==> src/rtl/jam_cost_scheduler.sv <==
// jam_cost_scheduler
//   Lets NREQ permutation-evaluation engines share one Cost-table read port.
//   A granted requester's 8-slot job-to-worker permutation is latched. The
//   block then reads Cost[W][J] for W = 0..7 and returns the 10-bit total
//   with a one-cycle ack/done pulse. Requesters are served round-robin.
//
//   state | meaning
//   IDLE  | waiting for req; grants round-robin starting at rr_ptr
//   ISSUE | presents W=beat, J=slot[beat] for beats 0..7
//   DRAIN | collects the Cost for W=7
//   RESP  | done/ack pulse, advances rr_ptr past the served requester
//
// Ports
//   CLK, RST            clock (rising edge), async active-high reset
//   req[NREQ]           per-requester level request
//   perm[24*NREQ]       requester i slot k = perm[24i+3k +: 3] (J for W=k)
//   ack[NREQ]           one-cycle pulse to the served requester
//   sum_out, done_id    result and requester index; held until next RESP
//   done, perm_err      completion pulse; duplicate-J flag for that job
//   busy                high from the cycle after grant through RESP
//   W, J, Cost          Cost memory port; Cost answers last cycle's W/J

module jam_cost_scheduler #(
  parameter int NREQ   = 2,
  parameter int RD_LAT = 1
) (
  input  logic              CLK,
  input  logic              RST,
  input  logic [NREQ-1:0]   req,
  input  logic [24*NREQ-1:0] perm,
  output logic [NREQ-1:0]   ack,
  output logic [9:0]        sum_out,
  output logic              done,
  output logic [1:0]        done_id,
  output logic              perm_err,
  output logic              busy,
  output logic [2:0]        W,
  output logic [2:0]        J,
  input  logic [6:0]        Cost
);

  generate
    if (NREQ < 2 || NREQ > 4 || RD_LAT != 1) begin : g_param_check
      $error("jam_cost_scheduler: NREQ must be 2..4 and RD_LAT must be 1");
    end
  endgenerate

  typedef enum logic [1:0] {IDLE, ISSUE, DRAIN, RESP} state_t;

  state_t           state;
  logic [1:0]       rr_ptr;
  logic [1:0]       id_q;
  logic [2:0]       beat;
  logic [9:0]       acc;
  logic [7:0][2:0]  perm_q;

  logic             found;
  logic [1:0]       win_id;
  logic [23:0]      win_perm;
  logic             dup;
  logic [9:0]       acc_nxt;

  assign acc_nxt = acc + {3'b000, Cost};

  // Round-robin pick: first pass covers rr_ptr..NREQ-1, second pass wraps
  // to 0..rr_ptr-1 (anything it finds is below rr_ptr).
  always_comb begin
    found    = 1'b0;
    win_id   = 2'd0;
    win_perm = 24'd0;
    for (int i = 0; i < NREQ; i++) begin
      if (!found && req[i] && (2'(i) >= rr_ptr)) begin
        found    = 1'b1;
        win_id   = 2'(i);
        win_perm = perm[24*i +: 24];
      end
    end
    for (int i = 0; i < NREQ; i++) begin
      if (!found && req[i]) begin
        found    = 1'b1;
        win_id   = 2'(i);
        win_perm = perm[24*i +: 24];
      end
    end
  end

  always_comb begin
    dup = 1'b0;
    for (int a = 0; a < 7; a++) begin
      for (int b = a + 1; b < 8; b++) begin
        if (perm_q[a] == perm_q[b]) dup = 1'b1;
      end
    end
  end

  always_ff @(posedge CLK or posedge RST) begin
    if (RST) begin
      state    <= IDLE;
      rr_ptr   <= 2'd0;
      id_q     <= 2'd0;
      beat     <= 3'd0;
      acc      <= 10'd0;
      perm_q   <= '0;
      ack      <= '0;
      sum_out  <= 10'd0;
      done     <= 1'b0;
      done_id  <= 2'd0;
      perm_err <= 1'b0;
      busy     <= 1'b0;
      W        <= 3'd0;
      J        <= 3'd0;
    end else begin
      case (state)
        IDLE: begin
          if (found) begin
            perm_q <= win_perm;
            id_q   <= win_id;
            acc    <= 10'd0;
            beat   <= 3'd0;
            busy   <= 1'b1;
            W      <= 3'd0;
            J      <= win_perm[2:0];
            state  <= ISSUE;
          end
        end
        ISSUE: begin
          // Beat 0's Cost belongs to whatever was addressed before the grant.
          if (beat != 3'd0) acc <= acc_nxt;
          if (beat == 3'd7) begin
            state <= DRAIN;
          end else begin
            beat <= beat + 3'd1;
            W    <= beat + 3'd1;
            J    <= perm_q[beat + 3'd1];
          end
        end
        DRAIN: begin
          // Result registers load here so they are visible during RESP.
          acc      <= acc_nxt;
          sum_out  <= acc_nxt;
          done     <= 1'b1;
          done_id  <= id_q;
          perm_err <= dup;
          for (int i = 0; i < NREQ; i++) ack[i] <= (2'(i) == id_q);
          state    <= RESP;
        end
        RESP: begin
          done   <= 1'b0;
          ack    <= '0;
          busy   <= 1'b0;
          rr_ptr <= (id_q == 2'(NREQ - 1)) ? 2'd0 : id_q + 2'd1;
          state  <= IDLE;
        end
        default: state <= IDLE;
      endcase
    end
  end

endmodule

==> config.mk <==
export PLATFORM = sky130hd
export DESIGN_NAME = jam_cost_scheduler
export DESIGN_NICKNAME = d
export VERILOG_FILES = /design/src/rtl/jam_cost_scheduler.sv
export SDC_FILE = /design/constraint.sdc
export NUM_CORES = 1
export LEC_CHECK = 0
export BUFFER_PORTS_ARGS = -buffer_cell sky130_fd_sc_hd__buf_4
export CAP_MARGIN = 20
export CORE_MARGIN = 5
export CORE_UTILIZATION = 50
export DETAILED_ROUTE_END_ITERATION = 16
export HOLD_SLACK_MARGIN = 0.15
export PLACE_DENSITY = 0.84
export SKIP_CTS_REPAIR_TIMING = 1
export SLEW_MARGIN = 0
export SYNTH_ARGS = -nofsm -noshare
export SYNTH_HDL_FRONTEND = slang
export SYNTH_SLANG_ARGS = --single-unit
==> constraint.sdc <==
create_clock -name CLK -period 3.6 [get_ports CLK]
set_clock_uncertainty 0.15 [all_clocks]
set_input_delay 0 -clock CLK [delete_from_list [all_inputs] [get_ports CLK]]
set_output_delay 0 -clock CLK [all_outputs]
set_load 0.01 [all_outputs]
---- Yosys cells after proc, flatten, opt, wreduce, memory -nomap -nowiden ----
Index checks and enable logic that the tools add are counted.
storage, ports and cells
  register bits ........................... 63
  input port bits ......................... 59
  logic and storage cells ................. 142
  output and inout bits ................... 23
operators by class
  reductions and logical operators ........ 20
  magnitude comparators ................... 3
  add/subtract/negate cells ............... 3
  equal/unequal tests ..................... 38
  muxes and demuxes ....................... 58
operators with widths
  cell                                                                   count
  24-bit two-way mux                                                     4
  3-bit equality test                                                    28
  1-bit two-way mux                                                      34
  10-bit one-hot mux with 3 select lines                                 1
  10-bit two-way mux                                                     2
  3-bit two-way mux                                                      5
  3-bit one-hot mux with 2 select lines                                  2
  10-bit by 7-bit adder with 10-bit output                               1
  2-bit two-way mux                                                      5
  3-bit binary-select mux with 3-bit select                              1
  2-bit inequality test, second input constant                           4
  2-bit one-hot mux with 4 select lines                                  1
  2-bit AND reduction                                                    3
  3-bit AND reduction                                                    2
  2-bit nonzero test                                                     3
  3-bit nonzero test                                                     2
  1-bit logical AND                                                      5
  2-bit by 1-bit equality test with 1-bit output, second input constant  2
  2-bit equality test, second input constant                             2
  1-bit by 2-bit >= comparator with 1-bit output, first input constant   2
  2-bit logical NOT                                                      2
  3-bit by 4-bit < comparator with 1-bit output, second input constant   1
  1-bit one-hot mux with 2 select lines                                  2
  2-bit one-hot mux with 2 select lines                                  1
  other kinds (5)                                                        7

---- Longest topological paths before layout ----
  word-level depth ........................ 29
  mapped depth ............................ 9
  depth with buffers taken out ............ 9

---- Worst setup path before layout ----
Ideal clock, no wire load.
  path kind ............................... register to register
  start ................................... register beat[0]
  end ..................................... register J[0]
  slack ................................... 1316 ps
  data required time ...................... 3325 ps
  stages on the path, launching flop included .. 9
  arrival time ............................ 2009 ps
  buffers on the path ..................... 2
  clock period less this slack ............ 2284 ps
  setup time .............................. 125 ps
  cells stage by stage .................... dfrtp_1 -> buf_2 -> inv_1 -> ha_1 -> clkbuf_1 -> mux4_2 -> mux2i_1 -> mux2i_1 -> mux2_2
between the ends
  cells in the longest elaborated chain, start to end .. 5
  elaborated cells between the ends (all ways) .. 8
  classes of those cells .................. add/sub (1); eq/ne (2); mux (4); reduce/logical (1)
ends and longest elaborated chain
  what                                       RTL line  source
  from (decl)                                53        logic [2:0] beat;
  from (signal assigned)                     132       beat <= beat + 3'd1;
  3-bit by 1-bit adder with 3-bit output     134       J <= perm_q[beat + 3'd1];
  3-bit binary-select mux with 3-bit select  134
  3-bit two-way mux (not written as such)    134
  3-bit two-way mux                          129       if (beat == 3'd7) begin
  3-bit one-hot mux with 2 select lines      113       case (state)
  to (signal assigned)                       122       J <= win_perm[2:0];
  to (signal assigned)                       134
  to (decl)                                  38        output logic [2:0] J,
Several ways; a longest one is shown, not always the timed one. The select of a mux whose other input is x is not followed.
A chain may end at the register's enable or synchronous reset.

---- Final worst setup path ----
  start ................................... register state[0]
  end ..................................... register perm_q[3] (netlist bit)
between the ends
  cells in the longest elaborated chain, start to end .. 2
ends and longest elaborated chain
  what                                  RTL line  source
  from (decl)                           50        state_t state;
  from (signal assigned)                98        state <= IDLE;
  from (signal assigned)                123       state <= ISSUE;
  from (signal assigned)                130       state <= DRAIN;
  2-bit logical NOT                     113
  2-bit AND reduction (no source line)  --
  to (signal assigned)                  116       perm_q <= win_perm;
  to (decl)                             55        logic [7:0][2:0] perm_q;
No other way between the ends.

==> flow_summary.json <==
{
  "met1_length_mm": 4.823,
  "ys_top_cells_by_count": "dfrtp_1 (60), xnor2_1 (45), xor2_1 (45)",
  "drt_iter0_markers": 451,
  "postPlaceCellArea_um2": 4718,
  "hold_viol": 0,
  "hp-start": "Cost[2]",
  "slew_viol_final": 0,
  "synth_most_common_cell": "dfrtp_1",
  "hold_class": "input port to register",
  "via_per_inst": 6.218,
  "critPathMaxFanout": 34,
  "grt_max_degree": 41,
  "powerDensity_nw_per_um2": 886.0,
  "synth.area.top_cells": "dfrtp_1 (36%), xnor2_1 (9.5%), xor2_1 (9.5%)",
  "nets": 631,
  "setup_tns_ns": 0,
  "setup_violations": 0,
  "final_cell_area_um2": 5517,
  "core-area_um2": 8134,
  "synth_edf_count": 0,
  "drc": 0,
  "maxCapViolCount": 0,
  "path_clk_slew_ns": 0.07,
  "yosysUniqueCellTypes": 47,
  "max_slew_margin_pct": 41.94,
  "netlist_area_um2": 4146,
  "syn_avg_cell_area_um2": 9.489,
  "routed-wl-met3_mm": 1.225,
  "die_area_um2": 10210,
  "max_stage_delay_ns": 0.58,
  "hpwl_mm": 7.602,
  "cts_max_level": 3,
  "drt-total-wl_mm": 13.44,
  "grt_remaining_overflow": 0,
  "syn_inst": 437,
  "ys.flop_type": "dfrtp_1",
  "antenna_found_initial": 0,
  "cpMaxStageDelayCell": "dlygate4sd3_1",
  "min_period_ns": 3.391,
  "finalCritPeriodShare_pct": 94.20,
  "reg2reg_slack_ns": 0.21,
  "grtUsageTotal_pct": 21.66,
  "crit_required_ns": 3.66,
  "startpoint_type": "register",
  "reg2reg_depth": 9,
  "p_total_mw": 4.888,
  "synthToLayoutAreaGrowth_pct": 33.04,
  "whs_path_depth": 5,
  "drive_gt1_share_pct": 20.97,
  "fillerInstances": 521,
  "start_util_pct": 50.98,
  "cts_tree": "yes",
  "r2r_end": "perm_q[3]",
  "clockBufferDepth": 2,
  "status": "complete, no violations",
  "r2r_start": "state[0]",
  "finalWeightedCongestion": 0.9337,
  "drt_pre_antenna_iters": 5,
  "io_pins": 82,
  "yosys_warnings": 0,
  "grt_pass1_vias": 3635,
  "ctsRootBufferMaster": "clkbuf_8",
  "critPathKind": "register to register",
  "power_leakage_nw": 2.518,
  "tightest_slew_ns": 0.8697,
  "worstSetupEndpointType": "register",
  "wl_met2_mm": 6.574,
  "die_y_um": 101.1,
  "ff_latch_area_um2": 1501,
  "path_common_cell": "dlygate4sd3_1",
  "async_flop_share_pct": 100.0,
  "synth_top_area_share_pct": 36.21,
  "post_drt_wl_per_cell_um": 20.23,
  "drtAntennaViolNets": 0,
  "routed.top_layer": "met4",
  "synth_top_area_cell": "dfrtp_1",
  "portBuffers": 80,
  "num_rows": 33,
  "crit_chain": "inv_1 > ha_1 > o21ai_2 > buf_4 > nor2b_1 > a32oi_1 > dlygate4sd3_1 > nand2_1 > dlygate4sd3_1",
  "vdd_drop_max_mv": 0.4947,
  "cts_sinks": 60,
  "cts_buffers": 9,
  "seq_area_frac_synth_pct": 36.21,
  "synth_fp_nets": 512,
  "max_freq_mhz": 294.9,
  "crit_arrival_ns": 3.45,
  "ys_ff_latch": 60,
  "grt_first_pass_wirelength_mm": 17.67,
  "multi_input_area_um2": 2399,
  "vias": 4129,
  "clk_latency_ns": 0.35,
  "grt_setup_unrepaired": "false",
  "fp.dieW_um": 101.1,
  "holdPathEnd": "acc[2]"
}
==> stage by stage <==
stage / instances / util [%] / setup WS (ns) / hold WS (ns)
6_report: 664 / 67.82 / 0.2088 / 0.1114
5_1_grt: 663 / 67.79 / 0.04938 / 0.1624
4_1_cts: 598 / 59.79 / 1.190 / -0.2812
3_5_place_dp: 585 / 58.01 / 1.247 / 0.06480
3_3_place_gp: 585 / 58.01 / 1.359 / 0.05991
2_1_floorplan: 437 / - / 1.316 / -0.02671
==> worst max-delay path by stage <==
| stage | from | endpoint | slack, ns | depth (start not counted) |
|---|---|---|---|---|
| 6_report | state[0] | perm_q[3] | 0.21 | 9 |
| 5_1_grt | state[0] | perm_q[3] | 0.05 | 9 |
| 4_1_cts | beat[0] | J[2] | 1.19 | 6 |
| 3_5_place_dp | beat[0] | J[2] | 1.25 | 6 |
| 3_3_place_gp | beat[0] | J[2] | 1.36 | 6 |
| 2_1_floorplan | beat[0] | J[0] | 1.32 | 8 |
==> layer usage <==
layer | global-route usage, % | vias up
met4 | 8.078 | 0
li1 | - | 1747
met2 | 36.02 | 302
met5 | 0 | -
met3 | 3.945 | 94
met1 | 28.04 | 1986
==> placed cells by master, fill, tap and decap left out, types with 3 or more instances in the layout <==
| cell | count |
|---|---|
| dfrtp_1 | 60 |
| xor2_1 | 45 |
| or3_1 | 3 |
| nor3_1 | 14 |
| inv_1 | 14 |
| nor2_1 | 12 |
| a31oi_1 | 14 |
| nor2b_1 | 3 |
| mux4_2 | 6 |
| o21ai_0 | 32 |
| buf_4 | 84 |
| ha_1 | 15 |
| nand4_1 | 3 |
| xnor2_1 | 45 |
| a32oi_1 | 4 |
| dlygate4sd3_1 | 65 |
| mux2i_1 | 9 |
| a22oi_1 | 20 |
| clkbuf_8 | 9 |
| nand2_1 | 39 |
| a21oi_1 | 9 |
| a22o_1 | 7 |
| a21boi_1 | 3 |
| nand3_1 | 4 |
| mux2_2 | 10 |
==> where the power goes <==
group          switching, mW  internal, mW  total (mW)  leakage, nW
logic                   1.38          1.40        2.78         1.69
registers              0.641         0.957        1.60        0.753
clock network          0.275         0.236       0.510       0.0739
total                   2.29          2.59        4.89         2.52
==> worst max-delay path: cells and delay by family, from the launching register on <==
family / cells / cell delay (ns)
AOI/OAI and AO/OA: 2 / 0.47
adders and majority gates: 1 / 0.34
buffers and inverters: 4 / 1.69
DFF: 1 / 0.40
and+or+nand+nor: 2 / 0.21
==> flip-flops by register name, summed over array words and instances, names as in the netlist <==
| signal | flops |
|---|---|
| perm_q | 24 |
| acc | 10 |
| sum_out | 10 |
| J | 3 |
| beat | 3 |
| ack | 2 |
| state | 2 |
| busy | 1 |
| done | 1 |
| done_id | 1 |
| id_q | 1 |
| perm_err | 1 |
| rr_ptr | 1 |
==> cells by family (layout without fill, tap and decap cells) <==
kind of cell             after synthesis  after routing  share of synthesized area, %
AO/OA/AOI/OAI                        102            102                         15.90
flip-flops                            60             60                         36.21
adder cells (fa/ha/maj)               16             16                         5.009
AND/OR/NAND/NOR                       87             87                         9.596
multiplexers                          25             25                         8.147
XOR/XNOR                              90             90                         19.01
buffers and inverters                 56            177                         6.035
other                                  1              2                       0.09044
==> layout make-up <==
| class | count | area share [%] |
|---|---|---|
| timing repair buffer | 149 | 23.23 |
| antenna | 1 | 0.04536 |
| tap | 105 | 2.381 |
| multi-input combinational | 321 | 43.48 |
| clock inverter | 3 | 0.3175 |
| clock buffer | 10 | 2.313 |
| inverter | 15 | 1.021 |
| sequential | 60 | 27.22 |
Power figures use the tool's default switching activity.
